File: src/rtl/instr_loader.sv
// instr_loader: byte-stream program loader and run/step execution controller for the MIPS core.
// Define INSTR_LOADER_CYCLE_CNT_EN to add the saturating CYCLE_COUNT output.
module instr_loader #(
    parameter int BYTE_WIDTH = 8,
    parameter int WORD_WIDTH = 32,
    parameter int ADDR_WIDTH = 10,
    parameter logic [WORD_WIDTH-1:0] HALT_WORD = 32'hFFFFFFFF
) (
    input  logic                  CLK,
    input  logic                  RESET,
    input  logic [BYTE_WIDTH-1:0] RX_DATA,
    input  logic                  RX_VALID,
    output logic                  RX_READY,
    input  logic                  MODE_STEP,
    input  logic                  STEP_REQ,
    input  logic                  CPU_HALTED,
    output logic                  IMEM_WE,
    output logic [ADDR_WIDTH-1:0] IMEM_ADDR,
    output logic [WORD_WIDTH-1:0] IMEM_WDATA,
    output logic                  CPU_EN,
    output logic                  LOAD_DONE,
    output logic [ADDR_WIDTH:0]   WORD_COUNT,
`ifdef INSTR_LOADER_CYCLE_CNT_EN
    output logic                  ERR_OVF,
    output logic [31:0]           CYCLE_COUNT
`else
    output logic                  ERR_OVF
`endif
);
    localparam int BPW = WORD_WIDTH / BYTE_WIDTH;
    localparam int CW = BPW > 1 ? $clog2(BPW) : 1;

    typedef enum logic [2:0] {S_LOAD, S_RUN, S_STEP_IDLE, S_STEP_EXEC, S_HALTED, S_ERROR} state_t;

    state_t                state_q, state_d;
    logic [CW-1:0]         cnt_q, cnt_d;
    logic [WORD_WIDTH-1:0] asm_q, asm_d, wdata_q, wdata_d;
    logic [ADDR_WIDTH-1:0] addr_q, addr_d;
    logic [ADDR_WIDTH:0]   wc_q, wc_d;
    logic                  rdy_q, rdy_d, we_q, we_d, done_q, done_d, ovf_q, ovf_d, step_q;
    logic                  xfer, last, step_rise;

    assign xfer      = RX_VALID && rdy_q;
    assign last      = xfer && cnt_q == CW'(BPW - 1);
    assign step_rise = STEP_REQ && !step_q;

    always_comb begin
        state_d = state_q;
        cnt_d   = cnt_q;
        asm_d   = asm_q;
        wdata_d = wdata_q;
        addr_d  = addr_q;
        wc_d    = wc_q;
        we_d    = 1'b0;
        done_d  = done_q;
        ovf_d   = ovf_q;
        if (xfer) begin
            asm_d = WORD_WIDTH'({asm_q, RX_DATA});
            cnt_d = last ? '0 : cnt_q + 1'b1;
        end
        // A completed word with memory already full is dropped, halt word included
        if (last) begin
            if (wc_q[ADDR_WIDTH]) begin
                ovf_d   = 1'b1;
                state_d = S_ERROR;
            end else begin
                we_d    = 1'b1;
                addr_d  = wc_q[ADDR_WIDTH-1:0];
                wdata_d = asm_d;
                wc_d    = wc_q + 1'b1;
                if (asm_d == HALT_WORD) begin
                    done_d  = 1'b1;
                    state_d = MODE_STEP ? S_STEP_IDLE : S_RUN;
                end
            end
        end
        case (state_q)
            S_RUN:       state_d = CPU_HALTED ? S_HALTED : S_RUN;
            S_STEP_IDLE: state_d = CPU_HALTED ? S_HALTED : step_rise ? S_STEP_EXEC : S_STEP_IDLE;
            S_STEP_EXEC: state_d = S_STEP_IDLE;
            default:     ;
        endcase
        rdy_d = state_d == S_LOAD;
    end

    always_ff @(posedge CLK) begin
        if (RESET) begin
            state_q <= S_LOAD;
            cnt_q   <= '0;
            asm_q   <= '0;
            wdata_q <= '0;
            addr_q  <= '0;
            wc_q    <= '0;
            rdy_q   <= 1'b0;
            we_q    <= 1'b0;
            done_q  <= 1'b0;
            ovf_q   <= 1'b0;
            step_q  <= 1'b0;
        end else begin
            state_q <= state_d;
            cnt_q   <= cnt_d;
            asm_q   <= asm_d;
            wdata_q <= wdata_d;
            addr_q  <= addr_d;
            wc_q    <= wc_d;
            rdy_q   <= rdy_d;
            we_q    <= we_d;
            done_q  <= done_d;
            ovf_q   <= ovf_d;
            step_q  <= STEP_REQ;
        end
    end

    assign RX_READY   = rdy_q;
    assign IMEM_WE    = we_q;
    assign IMEM_ADDR  = addr_q;
    assign IMEM_WDATA = wdata_q;
    assign CPU_EN     = state_q == S_RUN || state_q == S_STEP_EXEC;
    assign LOAD_DONE  = done_q;
    assign WORD_COUNT = wc_q;
    assign ERR_OVF    = ovf_q;

`ifdef INSTR_LOADER_CYCLE_CNT_EN
    logic [31:0] cyc_q;

    always_ff @(posedge CLK) begin
        if (RESET) cyc_q <= '0;
        else       cyc_q <= cyc_q + {31'd0, CPU_EN && cyc_q != '1};
    end

    assign CYCLE_COUNT = cyc_q;
`endif
endmodule

File: config.mk
export PLATFORM = sky130hd
export DESIGN_NAME = instr_loader
export DESIGN_NICKNAME = d
export VERILOG_FILES = /design/src/rtl/instr_loader.sv
export SDC_FILE = /design/constraint.sdc
export NUM_CORES = 1
export LEC_CHECK = 0
export CAP_MARGIN = 20
export CORE_MARGIN = 2
export CORE_UTILIZATION = 25
export DETAILED_ROUTE_END_ITERATION = 10
export PLACE_DENSITY_LB_ADDON = 0.05
export SKIP_LAST_GASP = 1
export SLEW_MARGIN = 20
export SYNTH_ARGS = -nofsm -noshare
export SYNTH_HDL_FRONTEND = slang
export SYNTH_SLANG_ARGS = --single-unit
File: constraint.sdc
create_clock -name CLK -period 1.9 [get_ports CLK]
set_input_delay 0.19 -clock CLK [delete_from_list [all_inputs] [get_ports CLK]]
set_output_delay 0.19 -clock CLK [all_outputs]
set_load 0.02 [all_outputs]
==> results.txt <==
For the worst-skew pair, the clock arrives at the later sink with an insertion delay of 0.35 ns. Data on the critical path is required at its endpoint by 2.20 ns. The share of total power dissipated in sequential elements is 48.1%. The clock skew is 0.00743 ns. The number of max-slew violations in the final report was 0. The number of clock sinks came out at 95. The path class of the tightest hold or removal check is input port to register.

The transition time at the pin with the least slew margin came out at 0.556 ns. The count of non-filler cells in the finished layout is 750. The startpoint type of the worst setup path is a register. The via density per instance is 4.56. The post-place setup slack is -0.283 ns.

In this run the remaining antenna-violating nets after routing total 0. The share of the cycle needed by the critical path after routing came out at 94.9%. Global routing finished with a remaining overflow of 0. The number of different library cells in the post-synthesis netlist is 36. Sorting the synthesized cells by area gives the leading types as sky130_fd_sc_hd__dfxtp_1 53%, sky130_fd_sc_hd__nand2_1 17%, sky130_fd_sc_hd__a21oi_1 11%.

CTS built an H-tree with a depth of 3. The number of placed instances with taps included came out at 733. The post-layout net count is 581.

The CTS tree is done. The number of buffers added by the clock tree synthesis step is 9. In the routed design, unresolved DRC markers number 0. The floorplan die area is 15,500 um^2. The total standard cell area after synthesis is 3620 um^2. The slack of the critical path came out at 0.0963 ns. The placement-stage cell area came out at 4860 um^2. The number of nets produced by synthesis came out at 477. Among all flip-flop cells after synthesis, the most frequent one is sky130_fd_sc_hd__dfxtp_1. Setup repair after global routing left no endpoint under its margin. The power density normalized to cell area came out at 806 nW/um^2. The final wirelength came out at 10.5 mm. The root buffer cell chosen for the clock tree is sky130_fd_sc_hd__clkbuf_16. Of the cells placed in the final design, the portion with a size suffix greater than 1 is 13.0%.

The pin count of the biggest net entering global routing came out at 51. The setup path with the least slack is of type register to register. The repair_antennas step left the layout with diodes totalling 0. Counting flops and latches in the post-synthesis netlist gives 95. The area growth from synthesis to layout is 43.8%.

The overall routing resource usage is 14.1%. Adding up every negative setup slack in the final design gives 0 ns. The share of the core filled with cells came out at 37.1%. The number of enable flip-flop cells after synthesis came out at 0. The part of the power in combinational logic is 4.2%. The number of global-route vias before repair is 3,346. Across the run, the number of max-cap violations was 0. The highest clock rate came out at 554 MHz. The effective utilization at floorplan came out at 25.8%. The number of hold-slack violations in the final timing report came out at 0. The total of hold buffers inserted after clock tree synthesis came out at 0. The cell type with the highest aggregate area in the netlist is sky130_fd_sc_hd__dfxtp_1. The initial antenna violation count is 0. Counting instances in the post-synthesis netlist gives the leading cell types as 166 x sky130_fd_sc_hd__nand2_1, 95 x sky130_fd_sc_hd__dfxtp_1, 83 x sky130_fd_sc_hd__a21oi_1. By instance count, the leading cell after synthesis is sky130_fd_sc_hd__nand2_1. The biggest fanout along the worst timing path is 5. The HPWL after detailed placement is 7.49 mm. Summing all non-filler instances in the final layout gives an area of 5210 um^2. The number of buffer cells added on primary ports came out at 71. The routability congestion estimate from global placement came out at 0.738. In the final routed layout, each cell accounts on average for 14.1 um. The number of core rows came out at 43. The internal power of the cells totals 3310 uW.

The switching share of power came out at 21.2%. The number of search-and-repair iterations in the first detailed-routing pass is 5. The global-route wire length before repair is 17.4 mm. The worst pin sits at a relative slew slack of 62.9%. The clock transition at the register clock pins on the worst setup and hold paths after CTS came out at 0.06 ns. The data arrival time at the worst-slack endpoint came out at 2.10 ns. The maximum buffer depth of the clock tree came out at 2. The flow ran to the end, and the final reports show no timing, DRC or antenna violations. The final setup violation count is 0.

The type of destination of the critical path is a register. The worst voltage drop across the vdd grid is 0.000422 V. Counting every instance in the synthesized netlist gives 461. The net switching power came out at 891 uW. The reported leakage power is 0.00181 uW. The power share of the clock group is 47.7%.

The floorplan core area is 14,000 um^2. A synthesized cell averages 7.86 um^2. For this design the top-level I/O count stands at 72. The die span in y is 124 um.

The floorplan step set the die width to 124 um. The share of the synthesized area in the top cell type is 52.5%. The final route contains 3,417 vias.

Sequential cells were found to cover 52.5% of the synthesized design area. The register-to-register setup slack is 0.1 ns. The async set or reset register ratio after synthesis came out at 0%. The count of synthesis-stage warnings from yosys is 0. For the finished layout, the period the worst path requires is 1.80 ns. The initial detailed-routing violation count came out at 193.

The number of filler cells placed in the layout is 1,445.
## cells in the final DEF (no fill, tap or decap), types with 6 or more instances in the layout
cell,count
sky130_fd_sc_hd__buf_4,46
sky130_fd_sc_hd__o21ai_0,9
sky130_fd_sc_hd__a21oi_1,83
sky130_fd_sc_hd__nand4_1,9
sky130_fd_sc_hd__and3_1,6
sky130_fd_sc_hd__clkdlybuf4s50_1,70
sky130_fd_sc_hd__nand2_1,165
sky130_fd_sc_hd__nor2b_1,6
sky130_fd_sc_hd__dfxtp_1,95
sky130_fd_sc_hd__clkbuf_16,9
sky130_fd_sc_hd__nor2_1,19
## area by class of cell
type	count	area (um^2)	area share, %
Clock buffer	13	260	5.00
Clock inverter	3	65.1	1.25
Multi-Input combinational cell	338	1630	31.2
Sequential cell	95	1900	36.5
Tap cell	180	225	4.32
Timing Repair Buffer	121	1130	21.7
## worst paths after layout
kind	startpoint	end	cells after the start
worst min-delay path	RESET	state_q[1]$_SDFF_PP0_	2
worst min register to register	IMEM_WDATA[17]$_SDFFE_PP0P_	IMEM_WDATA[17]$_SDFFE_PP0P_	2
worst max-delay path	asm_q[15]$_SDFF_PP0_	RX_READY$_SDFF_PP0_	6
worst max register to register	asm_q[15]$_SDFF_PP0_	RX_READY$_SDFF_PP0_	6
## registers in the layout (all words and copies together) (netlist names)
register and flops:
ERR_OVF 1, IMEM_ADDR 10, IMEM_WDATA 32, IMEM_WE 1, LOAD_DONE 1, RX_READY 1, WORD_COUNT 11, asm_q 32
cnt_q 2, state_q 3, step_q 1
## power by group through the flow
stage	combinational, uW	clock (uW)	sequential, uW
after floorplan	76.3	0	2060
final	177	2000	2020
after detailed placement	177	0	2060
after global routing	196	2140	2020
after global placement	176	0	2060
after CTS	177	2070	2020
## routing by layer
layer / global-route usage [%] / part of all wire (%) / up-vias
met4: 5.75 / 1.7 / 0
li1: - / - / 1746
met3: 4.12 / 4.6 / 14
met5: 0 / 0 / -
met2: 21.3 / 44 / 72
met1: 18.8 / 50 / 1585
## worst max-delay path: stages, from the launching register on
cell and delay [ns]:
sky130_fd_sc_hd__dfxtp_1 0.44, sky130_fd_sc_hd__nand4_1 0.16, sky130_fd_sc_hd__nor3_1 0.15, sky130_fd_sc_hd__o21ai_0 0.15, sky130_fd_sc_hd__or3_4 0.45, sky130_fd_sc_hd__mux2i_1 0.22, sky130_fd_sc_hd__and3_1 0.18
## through the flow
stage | hold slack [ns] | total power [uW]
2_1_floorplan | 0.274 | 2140
3_3_place_gp | 0.443 | 2240
6_report | 0.146 | 4200
3_5_place_dp | 0.448 | 2240
5_1_grt | 0.156 | 4360
4_1_cts | 0.130 | 4260
## cells by family (layout without fill, tap and decap cells)
| family | count (synthesis) | count (layout) | share of synthesized area, % |
|---|---|---|---|
| AO/OA/AOI/OAI | 101 | 101 | 14.9 |
| flip-flops | 95 | 95 | 52.5 |
| XOR/XNOR | 6 | 6 | 1.45 |
| multiplexers | 1 | 1 | 0.276 |
| adder cells (fa/ha/maj) | 2 | 2 | 0.691 |
| buffers and inverters | 28 | 137 | 3.18 |
| AND/OR/NAND/NOR | 228 | 228 | 27.0 |
## what timing repair did
item,in CTS,in global routing
gates resized for setup,0,4
buffers inserted,0,1
setup endpoints to repair,0,4
(Power assumes the default switching activity.)
